`src/rtl/elk_shift_seq.sv`:
```
// elk_shift_seq: multi-cycle shift/rotate slot peripheral, STEP bits per cycle.
// Optional done interrupt output enabled by defining ELK_SHIFT_IRQ_EN.
module elk_shift_seq #(
    parameter int WIDTH = 32,
    parameter int STEP  = 4
) (
    input  logic        clk,
    input  logic        reset_n,
    input  logic        cs,
    input  logic        read,
    input  logic        write,
    input  logic [4:0]  addr,
    input  logic [31:0] wr_data,
`ifdef ELK_SHIFT_IRQ_EN
    output logic        irq,
`endif
    output logic [31:0] rd_data
);

    localparam int AW = $clog2(WIDTH);

    localparam logic [4:0] A_DATA   = 5'd0;
    localparam logic [4:0] A_CTRL   = 5'd1;
    localparam logic [4:0] A_RESULT = 5'd2;
    localparam logic [4:0] A_STATUS = 5'd3;

    localparam logic [AW:0] STEP_K  = (AW+1)'(STEP);
    localparam logic [AW:0] WIDTH_K = (AW+1)'(WIDTH);

    typedef enum logic {
        IDLE,
        SHIFT
    } state_t;

    typedef enum logic [1:0] {
        M_LSR = 2'b00,
        M_LSL = 2'b01,
        M_ASR = 2'b10,
        M_ROR = 2'b11
    } mode_t;

    state_t           state;
    state_t           state_nx;
    logic [WIDTH-1:0] data_q;
    logic [WIDTH-1:0] work_q;
    logic [WIDTH-1:0] result_q;
    logic [AW-1:0]    remain_q;
    mode_t            mode_q;
    logic             done_q;
    logic             ovr_q;

    logic             busy;
    logic             wr_en;
    logic             rd_en;
    logic             sel_data;
    logic             sel_ctrl;
    logic             sel_result;
    logic             sel_status;
    logic             wr_data_reg;
    logic             wr_ctrl;
    logic             wr_status;
    logic             start_go;
    logic             ovr_set;

    logic [AW:0]      k;
    logic [AW:0]      rk;
    logic [WIDTH-1:0] shifted;
    logic [AW-1:0]    remain_nx;
    logic             last;
    logic [31:0]      rd_val;
    logic             unused_wr_bits;

    // every wr_data bit is referenced here so narrow builds stay lint-quiet
    assign unused_wr_bits = ^wr_data;

    assign busy       = (state == SHIFT);
    assign wr_en      = cs && write;
    assign rd_en      = cs && read;
    assign sel_data   = (addr == A_DATA);
    assign sel_ctrl   = (addr == A_CTRL);
    assign sel_result = (addr == A_RESULT);
    assign sel_status = (addr == A_STATUS);

    assign wr_data_reg = wr_en && sel_data;
    assign wr_ctrl     = wr_en && sel_ctrl;
    assign wr_status   = wr_en && sel_status;
    assign start_go    = wr_ctrl && !busy && wr_data[8];
    assign ovr_set     = (wr_data_reg || wr_ctrl) && busy;

    always_comb begin
        k = {1'b0, remain_q};
        if ({1'b0, remain_q} >= STEP_K) begin
            k = STEP_K;
        end
        rk = WIDTH_K - k;
    end

    always_comb begin
        shifted = work_q;
        unique case (mode_q)
            M_LSR: shifted = work_q >> k;
            M_LSL: shifted = work_q << k;
            M_ASR: shifted = $signed(work_q) >>> k;
            M_ROR: shifted = (work_q >> k) | (work_q << rk);
            default: shifted = work_q;
        endcase
    end

    // k never exceeds remain_q, so the low AW bits carry the whole step
    assign remain_nx = remain_q - k[AW-1:0];
    assign last      = (remain_nx == '0);

    always_ff @(posedge clk or negedge reset_n) begin
        if (!reset_n) begin
            state <= IDLE;
        end else begin
            state <= state_nx;
        end
    end

    always_comb begin
        state_nx = state;
        unique case (state)
            IDLE: begin
                if (start_go) begin
                    state_nx = SHIFT;
                end
            end
            SHIFT: begin
                if (last) begin
                    state_nx = IDLE;
                end
            end
            default: state_nx = IDLE;
        endcase
    end

    always_ff @(posedge clk or negedge reset_n) begin
        if (!reset_n) begin
            data_q   <= '0;
            work_q   <= '0;
            result_q <= '0;
            remain_q <= '0;
            mode_q   <= M_LSR;
            done_q   <= 1'b0;
        end else begin
            if (wr_data_reg && !busy) begin
                data_q <= wr_data[WIDTH-1:0];
            end
            if (start_go) begin
                work_q   <= data_q;
                remain_q <= wr_data[AW-1:0];
                mode_q   <= mode_t'(wr_data[6:5]);
                done_q   <= 1'b0;
            end else if (busy) begin
                work_q   <= shifted;
                remain_q <= remain_nx;
                if (last) begin
                    result_q <= shifted;
                    done_q   <= 1'b1;
                end
            end
        end
    end

    always_ff @(posedge clk or negedge reset_n) begin
        if (!reset_n) begin
            ovr_q <= 1'b0;
        end else if (ovr_set) begin
            ovr_q <= 1'b1;
        end else if (wr_status && wr_data[2]) begin
            ovr_q <= 1'b0;
        end
    end

`ifdef ELK_SHIFT_IRQ_EN
    logic ie_q;

    always_ff @(posedge clk or negedge reset_n) begin
        if (!reset_n) begin
            ie_q <= 1'b0;
        end else if (wr_ctrl && !busy) begin
            ie_q <= wr_data[9];
        end
    end

    assign irq = done_q && ie_q;
`endif

    always_comb begin
        rd_val = '0;
        unique case (1'b1)
            sel_data:   rd_val = 32'(data_q);
            sel_result: rd_val = 32'(result_q);
            sel_status: rd_val = {29'd0, ovr_q, done_q, busy};
            default:    rd_val = '0;
        endcase
    end

    always_ff @(posedge clk or negedge reset_n) begin
        if (!reset_n) begin
            rd_data <= '0;
        end else if (rd_en) begin
            rd_data <= rd_val;
        end
    end

endmodule

```
`config.mk`:
```
export PLATFORM = sky130hd
export DESIGN_NAME = elk_shift_seq
export DESIGN_NICKNAME = d
export VERILOG_FILES = /design/src/rtl/elk_shift_seq.sv
export SDC_FILE = /design/constraint.sdc
export NUM_CORES = 1
export LEC_CHECK = 0
export BUFFER_PORTS_ARGS = -buffer_cell sky130_fd_sc_hd__buf_2
export CORE_UTILIZATION = 48
export CTS_BUF_LIST = sky130_fd_sc_hd__clkbuf_8
export DETAILED_ROUTE_END_ITERATION = 10
export GPL_TIMING_DRIVEN = 1
export PLACE_DENSITY = 0.75
export SLEW_MARGIN = 20
export SYNTH_ARGS = -nofsm -noshare
export SYNTH_HDL_FRONTEND = slang
export SYNTH_SLANG_ARGS = --single-unit
```
`constraint.sdc`:
```
create_clock -name clk -period 3.7 [get_ports clk]
set_clock_uncertainty 0.15 [all_clocks]
set_input_delay 0.37 -clock clk [delete_from_list [all_inputs] [get_ports clk]]
set_output_delay 0.37 -clock clk [all_outputs]
set_load 0.03 [all_outputs]
```
==> Word-level counts from Yosys, hierarchy flattened <==
Index checks and enable logic that the tools add are counted.
{ "classes": {"n_addsub": 2, "n_lt_le_gt_ge": 1, "n_eq_ne": 6, "shift": 4, "n_mux": 15, "bitwise": 3, "reduce_logical": 20} }
{ "op_table": {"columns": ["operator", "n"], "rows": [
  ["32-bit one-hot mux with 4 select lines", 1],
  ["32-bit one-hot mux with 3 select lines", 1],
  ["32-bit two-way mux", 2],
  ["32-bit OR", 1],
  ["32-bit by 5-bit << shifter with 32-bit output", 1],
  ["32-bit by 6-bit << shifter with 32-bit output", 1],
  ["32-bit by 5-bit right shift with 32-bit output", 1],
  ["32-bit by 5-bit >>> shifter with 32-bit output", 1],
  ["5-bit two-way mux", 3],
  ["5-bit by 2-bit equality test with 1-bit output (second input constant)", 2],
  ["1-bit logical AND", 10],
  ["5-bit logical NOT", 2],
  ["1-bit two-way mux", 7],
  ["2-bit nonzero test", 3],
  ["6-bit by 5-bit subtractor with 6-bit output (first input constant)", 1],
  ["5-bit by 1-bit equality test with 1-bit output (second input constant)", 1],
  ["5-bit by 3-bit >= comparator with 1-bit output (second input constant)", 1],
  ["5-bit subtractor", 1],
  ["2-bit equality test (second input constant)", 2],
  ["3-bit AND reduction", 1],
  ["2-bit by 1-bit equality test with 1-bit output (second input constant)", 1],
  ["2-bit logical NOT", 1],
  ["1-bit inverter", 2],
  ["1-bit one-hot mux with 2 select lines", 1],
  ["3 further kinds", 3]
]} }
{ "totals": {"reg_bits": 138} }

==> Depth between registers and ports, before layout <==
Gate-level depths: netlist of run 1.
{ "depth": {"depth_word": 8, "depth_mapped": 14} }

==> Worst setup path after synthesis of run 1 <==
No wires, ideal clock.
{ "synth_timing": {"path_kind": "register to register", "startpoint": "reg remain_q[3]", "endpoint": "reg result_q[27]", "setup_time_ps": 125, "arrival_ps": 3300, "required_ps": 3425, "slack_ps": 125, "path_stages_with_launch": 14, "path_buffers": 3, "synth_period_minus_slack_ps": 3575, "path_cell_list": "dfrtp_1 > or3_1 > buf_2 > nor2_2 > inv_1 > ha_1 > clkbuf_1 > clkbuf_1 > mux2i_1 > nor2_1 > mux2_2 > a32oi_1 > nand3_1 > mux2_2"} }
{ "synth_via": {"elab_chain_cells": 6, "elab_cells_between_ends": 12, "cone_classes": "add/sub (2); order compare (1); shift (4); mux (2); bitwise (1); reduce/logical (2)"} }
{ "synth_lines": {"columns": ["element", "line_no", "text"], "rows": [
  ["start, declared", "47", "logic [AW-1:0] remain_q;"],
  ["start signal, assigned", "152", "remain_q <= wr_data[AW-1:0];"],
  ["start signal, assigned", "157", "remain_q <= remain_nx;"],
  ["5-bit by 3-bit >= comparator with 1-bit output", "92", "if ({1'b0, remain_q} >= STEP_K) begin"],
  ["5-bit two-way mux", "92", null],
  ["6-bit by 5-bit subtractor with 6-bit output", "95", "rk = WIDTH_K - k;"],
  ["32-bit by 6-bit << shifter with 32-bit output", "104", "M_ROR: shifted = (work_q >> k) | (work_q << rk);"],
  ["32-bit OR", "104", null],
  ["32-bit one-hot mux with 4 select lines", "100", "unique case (mode_q)"],
  ["end signal, assigned", "159", "result_q <= shifted;"],
  ["end, declared", "46", "logic [WIDTH-1:0] result_q;"]
]} }
Parallel ways exist; a longest one is shown, timed or not.
A chain may end at the register's enable or synchronous reset.

==> Worst setup path in the final report of run 1 <==
{ "layout_timing": {"startpoint": "reg remain_q[3]", "endpoint": "reg work_q[10]"} }
{ "layout_via": {"elab_chain_cells": 8, "elab_cells_between_ends": 11, "cone_classes": "add/sub (1); order compare (1); shift (4); mux (4); bitwise (1)"} }
{ "layout_lines": {"columns": ["element", "line_no", "text"], "rows": [
  ["5-bit by 3-bit >= comparator with 1-bit output", "92", null],
  ["5-bit two-way mux *", "92", null],
  ["6-bit by 5-bit subtractor with 6-bit output", "95", null],
  ["32-bit by 6-bit << shifter with 32-bit output", "104", null],
  ["32-bit OR", "104", null],
  ["32-bit one-hot mux with 4 select lines *", "100", null],
  ["32-bit two-way mux *", "155", "end else if (busy) begin"],
  ["32-bit two-way mux *", "150", "if (start_go) begin"],
  ["end signal, assigned", "151", "work_q <= data_q;"],
  ["end signal, assigned", "156", "work_q <= shifted;"],
  ["end, declared", "45", "logic [WIDTH-1:0] work_q;"]
]} }
Mark *: on every way between the ends. The rest lies on a longest branch, timed or not. The select of a mux whose other input is x is not followed.

==> results.sh, run 1 <==
export IMPL_outcome="completed"
export IMPL_r2r_slack_ps=190
export IMPL_design_die_area_um2=19900
export IMPL_max_clock_freq_ghz=0.285
export IMPL_critical_path_reg2reg_endpoint="work_q[10]"
export IMPL_cts_buffer_depth=2
export IMPL_via_count_of_the_first_global_routing_pass=8455
export IMPL_crit_path_end_kind="register"
export IMPL_tritoncts="built"
export IMPL_synth_seq_area_share_pct=37.2
export IMPL_critical_path_endpoint="work_q[10]"
export IMPL_post_route_cells_drive_above_1_share_pct=22.5
export IMPL_worst_ir_drop_vdd_v=0.000529
export IMPL_r2r_start="remain_q[3]"
export IMPL_finalCriticalPeriod_ps=3510
export IMPL_post_synth_inst_count=1032
export IMPL_most_common_layout_cells="nand2_1 (137), dfrtp_1 (137), mux2i_1 (88)"
export IMPL_largest_net_degree_at_the_start_of_global_routing=99
export IMPL_postRouteAntennaNets=0
export IMPL_chipWidth_um=141
export IMPL_vias_per_cell=6.47
export IMPL_area_growth_syn_to_layout_pct=13.3
export IMPL_design_area_um2=10500
export IMPL_placement_stage_cell_area_um2=9840
export IMPL_cts_setup_buffers=0
export IMPL_post_route_drc_count=0
export IMPL_worst_slew_pin_slew_ps=1070
export IMPL_initial_antenna_violation_count=0
export IMPL_num_vias=8732
export IMPL_critical_path_top_delay_family="buffers and inverters"
export IMPL_dominantRegCellSynth="dfrtp_1"
export IMPL_p_leak_nw=4.73
export IMPL_min_delay_src="wr_data[5]"
export IMPL_numClockSinks=138
export IMPL_synthesis_area_um2=9290
export IMPL_design_final_nets=1121
export IMPL_place_worst_setup_slack_ps=273
export IMPL_rr_worst_depth=9
export IMPL_std_cell_rows=50
export IMPL_start_util_pct=49.3
export IMPL_most_frequent_cell_on_critical_path="buf_4"
export IMPL_clock_tree_root_cell="clkbuf_8"
export IMPL_cts_max_level=4
export IMPL_worst_slack_ps=191
export IMPL_synth_lib_cells_used_distinct=75
export IMPL_cpMaxStageDelayCell="buf_4"
export IMPL_startpoint_type="register"
export IMPL_reg_clk_slew_reported_paths_ps=80
export IMPL_drt_total_wl_um=28500
export IMPL_synth_warnings=0
export IMPL_critPathMaxStageDelay_ps=690
export IMPL_boundaryPins=74
export IMPL_max_slew_margin_rel_pct=28.3
export IMPL_postCtsResizedCells=0
export IMPL_final_period_utilization_pct=94.8
export IMPL_cts_hold_buffers_added=26
export IMPL_synth_nets=1076
export IMPL_core_area_um2=18800
export IMPL_io_buffer_count=73
export IMPL_final_hold_viol_count=0
export IMPL_crit_required_ps=3880
export IMPL_crit_chain="buf_4 -> nor4b_4 -> buf_4 -> mux2i_1 -> nand2_1 -> and3_1 -> a2111oi_0 -> buf_4 -> o21ai_0"
export IMPL_hpwl_um=18600
export IMPL_wl_per_cell_um=21.1
export IMPL_crit_path_buf_inv_count=3
export IMPL_timing_critical_path_arrival_ps=3690
export IMPL_globalRouteOverflowTotal=0
export IMPL_cts_buffers=17
export IMPL_utilization_pct=55.9
export IMPL_synth_seq_cells=138
export IMPL_maxSlewViolCount=0
export IMPL_place_gp_congestion=1.03
export IMPL_synth_edff_count=0
export IMPL_min_delay_path_class="primary input to register"
export IMPL_drt_iter0_markers=1217
export IMPL_setup_worst_path_class="register to register"
export IMPL_avgSynthCellArea_um2=9.00
export IMPL_setup_viol_count_final=0
export IMPL_ys_async_sr_fraction_pct=100
export IMPL_path_depth=9
export IMPL_worstSkewPairLatency_ps=470
export IMPL_rsz_0062_raised_after_global_routing="no"
export IMPL_tritonroute_pass_1_iters=7
export IMPL_grt_total_usage_pct=29.7
export IMPL_grt_pass1_wl_um=46400
export IMPL_die_h_um=141
export IMPL_max_cap_violations=0
export IMPL_power_density_cell_area_nw_per_um2=695
export IMPL_timing_setup_tns_ps=0
export IMPL_antennaDiodeCount=0
export IMPL_worst_path_max_fanout=58
export IMPL_crit_start="remain_q[3]"
[sequential cells by signal, indices dropped and copies added, names as in the netlist]
| signal | flops |
|---|---|
| work_q | 32 |
| data_q | 32 |
| result_q | 32 |
| busy | 1 |
| remain_q | 5 |
| ovr_q | 1 |
| mode_q | 2 |
| rd_data | 32 |
| done_q | 1 |
[cell usage after synthesis (12+ instances only)]
| library cell | n | area (um2) |
|---|---|---|
| a211oi_1 | 23 | 173 |
| dfrtp_1 | 138 | 3450 |
| a21o_1 | 15 | 113 |
| o21ai_0 | 84 | 420 |
| clkbuf_1 | 80 | 300 |
| nand2_1 | 137 | 514 |
| a31oi_1 | 19 | 119 |
| nor2_1 | 73 | 274 |
| a221oi_1 | 17 | 149 |
| buf_1 | 12 | 45.0 |
| a21oi_1 | 55 | 275 |
| nand3_1 | 31 | 155 |
| mux2i_1 | 88 | 881 |
| mux2_2 | 76 | 856 |
[through the flow]
step / std cells / hold slack, ps / power, W
after floorplan: 1032 / -75.6 / 0.00483
after global placement: 1292 / 309 / 0.00580
after detailed placement: 1292 / 315 / 0.00585
after CTS: 1350 / 1.32 / 0.00721
after global routing: 1350 / 11.2 / 0.00773
final: 1350 / 20.5 / 0.00732
[power breakdown]
group          switching, W  leakage (nW)  internal, W  total (W)
Clock              0.000641         0.202     0.000680    0.00132
Combinational       0.00202          2.71      0.00139    0.00341
Sequential         0.000694          1.81      0.00190    0.00259
Total               0.00335          4.73      0.00396    0.00732
[how the worst min path moves through the flow]
stage	to	slack (ps)	depth (start not counted)
3_5_place_dp	rd_data[14]	310	2
4_1_cts	data_q[5]	1	2
5_1_grt	data_q[5]	10	2
6_report	data_q[5]	20	2
2_1_floorplan	busy	-80	0
3_3_place_gp	rd_data[4]	310	2
[per-layer routing]
metal / up-vias / share of wire (%) / global-route usage, %
met5: - / 0 / 0
met4: 0 / 3.3 / 12.6
met3: 87 / 9.0 / 5.77
met2: 523 / 46 / 45.7
met1: 4243 / 42 / 40.9
li1: 3879 / - / -
[logic make-up after synthesis]
family | after synthesis | share of synthesized area (%)
xor gates and xnor gates | 2 | 0.270
AOI/OAI and AO/OA | 287 | 20.5
DFF | 138 | 37.2
other | 1 | 0.0404
buffers and inverters | 119 | 5.38
adders and majority gates | 2 | 0.269
and+or+nand+nor | 308 | 15.1
muxes | 175 | 21.3
[final cells by class]
type | count | area (um2)
multi-input cells | 775 | 5350
clock buffers | 21 | 289
repair buffers | 135 | 927
well taps | 260 | 325
flip-flops and latches | 138 | 3450
fillers | 1665 | 8310
inverters | 10 | 40.0
clock inverters | 11 | 134
(Power assumes the default switching activity.)
==> run 2, diff against run 1 <==
Settings changed: CELL_PAD_IN_SITES_DETAIL_PLACEMENT from default to 1, CELL_PAD_IN_SITES_GLOBAL_PLACEMENT from default to 2, CORE_UTILIZATION 48 to 35, CTS_CLUSTER_SIZE from default to 24, PLACE_DENSITY 0.75 to 0.84.
==> run 2 against run 1 <==
Net effect:
- register-to-register slack better by 170 ps
- hold slack better by 5.6 ps
- critical path depth up 2
- clock-buffer cell count is 4 lower
- first-iteration DRC count decreased by 41%
- critical endpoint is now work_q[26]
- largest power group unchanged
==> results.sh, run 2 (synthesis gave the netlist of run 1 again) <==
export IMPL_max_slew_margin_rel_pct=22.4
export IMPL_critical_path_reg2reg_endpoint="work_q[26]"
export IMPL_min_delay_path_class="primary input to register"
export IMPL_setup_worst_path_class="register to register"
export IMPL_largest_net_degree_at_the_start_of_global_routing=75
export IMPL_drt_iter0_markers=714
export IMPL_crit_path_end_kind="register"
export IMPL_most_common_layout_cells="nand2_1 (137), dfrtp_1 (137), mux2i_1 (88)"
export IMPL_post_route_drc_count=0
export IMPL_power_internal_w=0.00387
export IMPL_cts_setup_buffers=0
export IMPL_worst_ir_drop_vdd_v=0.000337
export IMPL_cts_max_level=4
export IMPL_fin_hold_ws_ps=26.1
export IMPL_tritonroute_pass_1_iters=5
export IMPL_power_density_cell_area_nw_per_um2=701
export IMPL_rsz_0062_raised_after_global_routing="no"
export IMPL_vias_per_cell=6.05
export IMPL_cpMaxStageDelayCell="ha_1"
export IMPL_max_cap_violations=0
export IMPL_timing_hold_worst_path_depth=2
export IMPL_post_route_cells_drive_above_1_share_pct=22.8
export IMPL_min_delay_src="wr_data[3]"
export IMPL_crit_chain="buf_4 -> nor4b_4 -> inv_4 -> ha_1 -> buf_4 -> mux4_2 -> nor2b_1 -> a21oi_1 -> o21ai_0 -> a21oi_1 -> o21ai_0"
export IMPL_antennaDiodeCount=0
export IMPL_multi_input_area_um2=5350
export IMPL_placement_stage_cell_area_um2=10000
export IMPL_clock_power_share_pct=16.5
export IMPL_rr_worst_depth=11
export IMPL_grt_pass1_wl_um=52700
export IMPL_hpwl_um=22200
export IMPL_netSwitchingFraction_pct=48.1
export IMPL_place_worst_setup_slack_ps=395
export IMPL_tritoncts="built"
export IMPL_setup_viol_count_final=0
export IMPL_initial_antenna_violation_count=0
export IMPL_timing_setup_tns_ps=0
export IMPL_boundaryPins=74
export IMPL_p_leak_nw=4.74
export IMPL_timing_critical_path_arrival_ps=3500
export IMPL_numClockSinks=138
export IMPL_worst_slack_ps=364
export IMPL_power_switching_w=0.00359
export IMPL_final_hold_viol_count=0
export IMPL_r2r_start="remain_q[2]"
export IMPL_place_gp_congestion=0.907
export IMPL_reg_clk_slew_reported_paths_ps=90
export IMPL_design_die_area_um2=27200
export IMPL_max_clock_freq_ghz=0.300
export IMPL_std_cell_rows=59
export IMPL_totalPowerFinal_w=0.00746
export IMPL_worstSkewPairLatency_ps=460
export IMPL_cts_buffers=17
export IMPL_grt_total_usage_pct=25.3
export IMPL_r2r_slack_ps=360
export IMPL_cts_buffer_depth=2
export IMPL_finalCriticalPeriod_ps=3340
export IMPL_sequential_cell_area_um2=3450
export IMPL_startpoint_type="register"
export IMPL_worst_path_max_fanout=23
export IMPL_drt_total_wl_um=33400
export IMPL_postCtsResizedCells=0
export IMPL_die_h_um=165
export IMPL_seq_power_share_pct=35.0
export IMPL_crit_start="remain_q[2]"
export IMPL_outcome="completed"
export IMPL_postRouteAntennaNets=0
export IMPL_num_vias=8661
export IMPL_critPathMaxStageDelay_ps=590
export IMPL_design_final_nets=1128
export IMPL_chipWidth_um=165
export IMPL_worst_slew_pin_slew_ps=1160
export IMPL_combPwrFrac_pct=48.4
export IMPL_globalRouteOverflowTotal=0
export IMPL_filler_cell_count=3003
export IMPL_area_growth_syn_to_layout_pct=14.6
export IMPL_start_util_pct=35.6
export IMPL_final_period_utilization_pct=90.2
export IMPL_via_count_of_the_first_global_routing_pass=8860
export IMPL_clock_tree_root_cell="clkbuf_8"
export IMPL_holdPathEnd="data_q[3]"
export IMPL_io_buffer_count=73
export IMPL_crit_required_ps=3870
export IMPL_design_area_um2=10600
export IMPL_wl_per_cell_um=23.3
export IMPL_maxSlewViolCount=0
export IMPL_core_area_um2=26100
-- run 2: worst max path at each step --
stage                   end  slack [ps]  cells past startpoint
2_1_floorplan  result_q[27]         130                     13
3_3_place_gp     work_q[10]         480                     10
3_5_place_dp     work_q[26]         400                     11
4_1_cts          work_q[26]         390                     11
5_1_grt          work_q[17]         110                     11
6_report         work_q[26]         360                     11
-- run 2: timing repair --
action | 4_1_cts | 5_1_grt
hold buffers | 26 | 0
endpoints found under the hold margin | 98 | 0
setup endpoints to repair | 0 | 0
-- run 2: critical path, delay by kind of cell, from the launching register on --
kind,cells,cell delay (ps)
muxes,1,340
buffers and inverters,3,610
DFF,1,400
adders and majority gates,1,590
AOI/OAI and AO/OA,4,570
and+or+nand+nor,2,540
-- run 2: routing by layer --
metal	share of wire, %	global-route usage, %	wire length [um]
met5	0	0	0
met2	50	42.6	16600
met3	4.9	3.24	1640
met1	44	34.1	14600
met4	1.7	6.59	554
-- run 2: through the flow --
stage               util (%)  std cells
finish                  40.9       1432
global route            40.9       1432
CTS                     40.9       1432
detailed placement      38.4       1374
global placement        38.4       1374
floorplan                  -       1032
-- run 2: power by group through the flow --
stage	sequential, W	clock [W]	combinational (W)
after floorplan	0.00215	0	0.00269
after global placement	0.00261	0	0.00342
after detailed placement	0.00261	0	0.00351
after CTS	0.00258	0.00126	0.00357
after global routing	0.00265	0.00132	0.00392
final	0.00261	0.00123	0.00361
-- run 2: layout make-up --
| cell class | instances | share of cell area [%] |
|---|---|---|
| flip-flops and latches | 138 | 32.5 |
| repair buffers | 142 | 9.44 |
| well taps | 335 | 3.94 |
| clock buffers | 17 | 2.20 |
| multi-input cells | 775 | 50.3 |
| clock inverters | 15 | 1.33 |
| inverters | 10 | 0.376 |
==> run 3, diff against run 2 <==
Settings changed: ABC_AREA from default to 1, CORE_UTILIZATION 35 to 31, PLACE_DENSITY 0.84 to 0.85, SETUP_SLACK_MARGIN from default to 0.2.
==> run 3 against run 2 <==
Net effect:
- clock-buffer cell count is 4 higher
- largest cell class unchanged
- sequential cell count unchanged
- critical path depth down 2
- sequential power is 16% lower
- critical path type unchanged
- critical endpoint is now result_q[20]
- global-route usage is 0.36 points lower
- fmax is 7.1% higher
- register-to-register slack improved by 220 ps
==> results.sh, run 3 <==
export IMPL_num_vias=9547
export IMPL_boundaryPins=74
export IMPL_synthDominantCellAreaShare_pct=38.7
export IMPL_sequential_cell_area_um2=3450
export IMPL_max_cap_violations=0
export IMPL_std_cell_rows=61
export IMPL_setup_viol_count_final=0
export IMPL_outcome="completed"
export IMPL_startpoint_type="register"
export IMPL_finalNonFillerCells=1830
export IMPL_synth_top_cells_by_area="dfrtp_1 (39%), nand2_1 (22%), inv_1 (7.3%), nand3_1 (6.5%), o21ai_0 (4.4%)"
export IMPL_worst_path_max_fanout=15
export IMPL_grt_pass1_wl_um=55400
export IMPL_most_common_cell_after_layout_fill_and_taps_aside="nand2_1"
export IMPL_hpwl_um=25400
export IMPL_die_h_um=172
export IMPL_drt_iter0_markers=727
export IMPL_min_delay_path_class="primary input to register"
export IMPL_grt_use_met3_pct=3.29
export IMPL_start_util_pct=31.8
export IMPL_worst_slew_pin_slew_ps=960
export IMPL_cts_buffers=17
export IMPL_cts_max_level=4
export IMPL_antennaDiodeCount=0
export IMPL_initial_antenna_violation_count=0
export IMPL_synth_edff_count=0
export IMPL_worst_ir_drop_vdd_v=0.000480
export IMPL_postRouteAntennaNets=0
export IMPL_power_density_cell_area_nw_per_um2=791
export IMPL_tritoncts="built"
export IMPL_filler_cell_count=3632
export IMPL_post_synth_inst_count=1372
export IMPL_rr_worst_depth=9
export IMPL_final_hold_viol_count=0
export IMPL_cts_buffer_depth=2
export IMPL_yosys_cell_count_top_type="nand2_1"
export IMPL_crit_required_ps=3880
export IMPL_multi_input_area_um2=4480
export IMPL_synthesis_area_um2=8910
export IMPL_tritonroute_pass_1_iters=7
export IMPL_seq_power_share_pct=26.7
export IMPL_cts_hold_buffers_added=24
export IMPL_design_final_nets=1483
export IMPL_worstSkewPairLatency_ps=470
export IMPL_crit_path_end_kind="register"
export IMPL_via_count_of_the_first_global_routing_pass=9595
export IMPL_most_frequent_cell_on_critical_path="o21ai_0"
export IMPL_postCtsResizedCells=0
export IMPL_p_leak_nw=5.48
export IMPL_globalRouteOverflowTotal=0
export IMPL_post_route_cells_drive_above_1_share_pct=10.2
export IMPL_max_clock_freq_ghz=0.321
export IMPL_synth_nets=1416
export IMPL_place_worst_setup_slack_ps=629
export IMPL_largest_net_degree_at_the_start_of_global_routing=108
export IMPL_reg_clk_slew_reported_paths_ps=80
export IMPL_power_internal_w=0.00412
export IMPL_rsz_0062_raised_after_global_routing="no"
export IMPL_use_met1_pct=36.4
export IMPL_design_die_area_um2=29400
export IMPL_dp_cells=1774
export IMPL_combPwrFrac_pct=54.0
export IMPL_post_synth_top_area_cell="dfrtp_1"
export IMPL_avgSynthCellArea_um2=6.50
export IMPL_synth_common_cells="nand2_1 (524), inv_1 (173), dfrtp_1 (138)"
export IMPL_cpMaxStageDelayCell="dfrtp_1"
export IMPL_most_common_layout_cells="nand2_1 (523), inv_1 (175), dfrtp_1 (138)"
export IMPL_critPathMaxStageDelay_ps=440
export IMPL_synth_seq_cells=138
export IMPL_global_route_peak_usage_layer="met2"
export IMPL_r2r_slack_ps=580
export IMPL_groute_layer_met2_usage_pct=37.6
export IMPL_place_gp_congestion=0.954
export IMPL_final_period_utilization_pct=84.2
export IMPL_timing_hold_worst_path_depth=3
export IMPL_drt_total_wl_um=35300
export IMPL_io_buffer_count=73
export IMPL_area_growth_syn_to_layout_pct=16.4
export IMPL_vias_per_cell=5.22
export IMPL_dominantRegCellSynth="dfrtp_1"
export IMPL_worst_slack_ps=585
export IMPL_setup_worst_path_class="register to register"
export IMPL_cts_setup_buffers=0
export IMPL_grt_total_usage_pct=25.0
export IMPL_synth_seq_area_share_pct=38.7
export IMPL_netSwitchingFraction_pct=49.9
export IMPL_wl_per_cell_um=19.3
export IMPL_timing_critical_path_arrival_ps=3300
export IMPL_chipWidth_um=172
export IMPL_synth_lib_cells_used_distinct=40
export IMPL_maxSlewViolCount=0
export IMPL_clock_tree_root_cell="clkbuf_8"
export IMPL_ys_async_sr_fraction_pct=100
export IMPL_crit_chain="nor2_4 -> nand3_2 -> ha_1 -> inv_1 -> o21ai_0 -> o21ai_0 -> nand4_1 -> nand2_1 -> o21ai_0"
export IMPL_synth_warnings=0
export IMPL_numClockSinks=138
export IMPL_max_slew_margin_rel_pct=35.9
export IMPL_post_route_drc_count=0
export IMPL_power_switching_w=0.00409
export IMPL_clock_power_share_pct=19.3
export IMPL_finalCriticalPeriod_ps=3120
export IMPL_core_area_um2=28000
export IMPL_timing_setup_tns_ps=0
==> run 3: final cells by class <==
| type | instances | share of cell area, % |
|---|---|---|
| Clock buffer | 21 | 2.79 |
| Clock inverter | 11 | 2.06 |
| Inverter | 178 | 6.44 |
| Multi-Input combinational cell | 983 | 43.2 |
| Sequential cell | 138 | 33.3 |
| Tap cell | 378 | 4.56 |
| Timing Repair Buffer | 121 | 7.66 |
==> run 3: stage by stage <==
step | area (um2) | hold WS [ps] | total power (W) | utilization (%)
6_report | 10400 | 26.7 | 0.00821 | 37.0
5_1_grt | 10400 | 33.4 | 0.00880 | 37.0
4_1_cts | 10400 | 1.81 | 0.00818 | 37.0
3_5_place_dp | 9630 | 310 | 0.00653 | 34.4
3_3_place_gp | 9630 | 309 | 0.00646 | 34.4
2_1_floorplan | 8910 | -75.6 | 0.00510 | -
==> run 3: final timing paths <==
| path | from | to |
|---|---|---|
| setup / recovery | remain_q[3] | result_q[20] |
| hold / removal | wr_data[24] | data_q[24] |
| setup reg to reg | remain_q[3] | result_q[20] |
| hold reg to reg | rd_data[27] | rd_data[27] |
| max in group asynchronous | reset_n | work_q[22] |
| min in group asynchronous | reset_n | rd_data[6] |
==> run 3: kinds of logic (layout without fill, tap and decap cells) <==
logic type	after synthesis	count (layout)	synth area share, %
xor gates and xnor gates	1	1	0.0983
buffers and inverters	251	331	11.1
AOI/OAI and AO/OA	235	235	15.2
and+or+nand+nor	744	744	34.6
other	1	1	0.0421
adders and majority gates	2	2	0.281
DFF	138	138	38.7
==> run 3: worst max-delay path, delay by kind of cell (launching register included) <==
kind	cells	cell delay (ps)
AND/OR/NAND/NOR	4	970
AO/OA/AOI/OAI	3	580
adder cells (fa/ha/maj)	1	390
flip-flops	1	440
buffers and inverters	1	420
==> run 3: per-layer routing <==
layer	wire length, um	share of wire, %	up-vias
met1	17400	49	4713
met2	15500	44	243
li1	-	-	4542
met5	0	0	-
met3	1530	4.3	49
met4	892	2.5	0
==> run 3: power by group through the flow <==
stage / clock [W] / combinational, W / sequential [W]
floorplan: 0 / 0.00295 / 0.00215
global placement: 0 / 0.00427 / 0.00219
detailed placement: 0 / 0.00432 / 0.00221
CTS: 0.00162 / 0.00438 / 0.00219
global route: 0.00167 / 0.00490 / 0.00224
finish: 0.00158 / 0.00444 / 0.00219
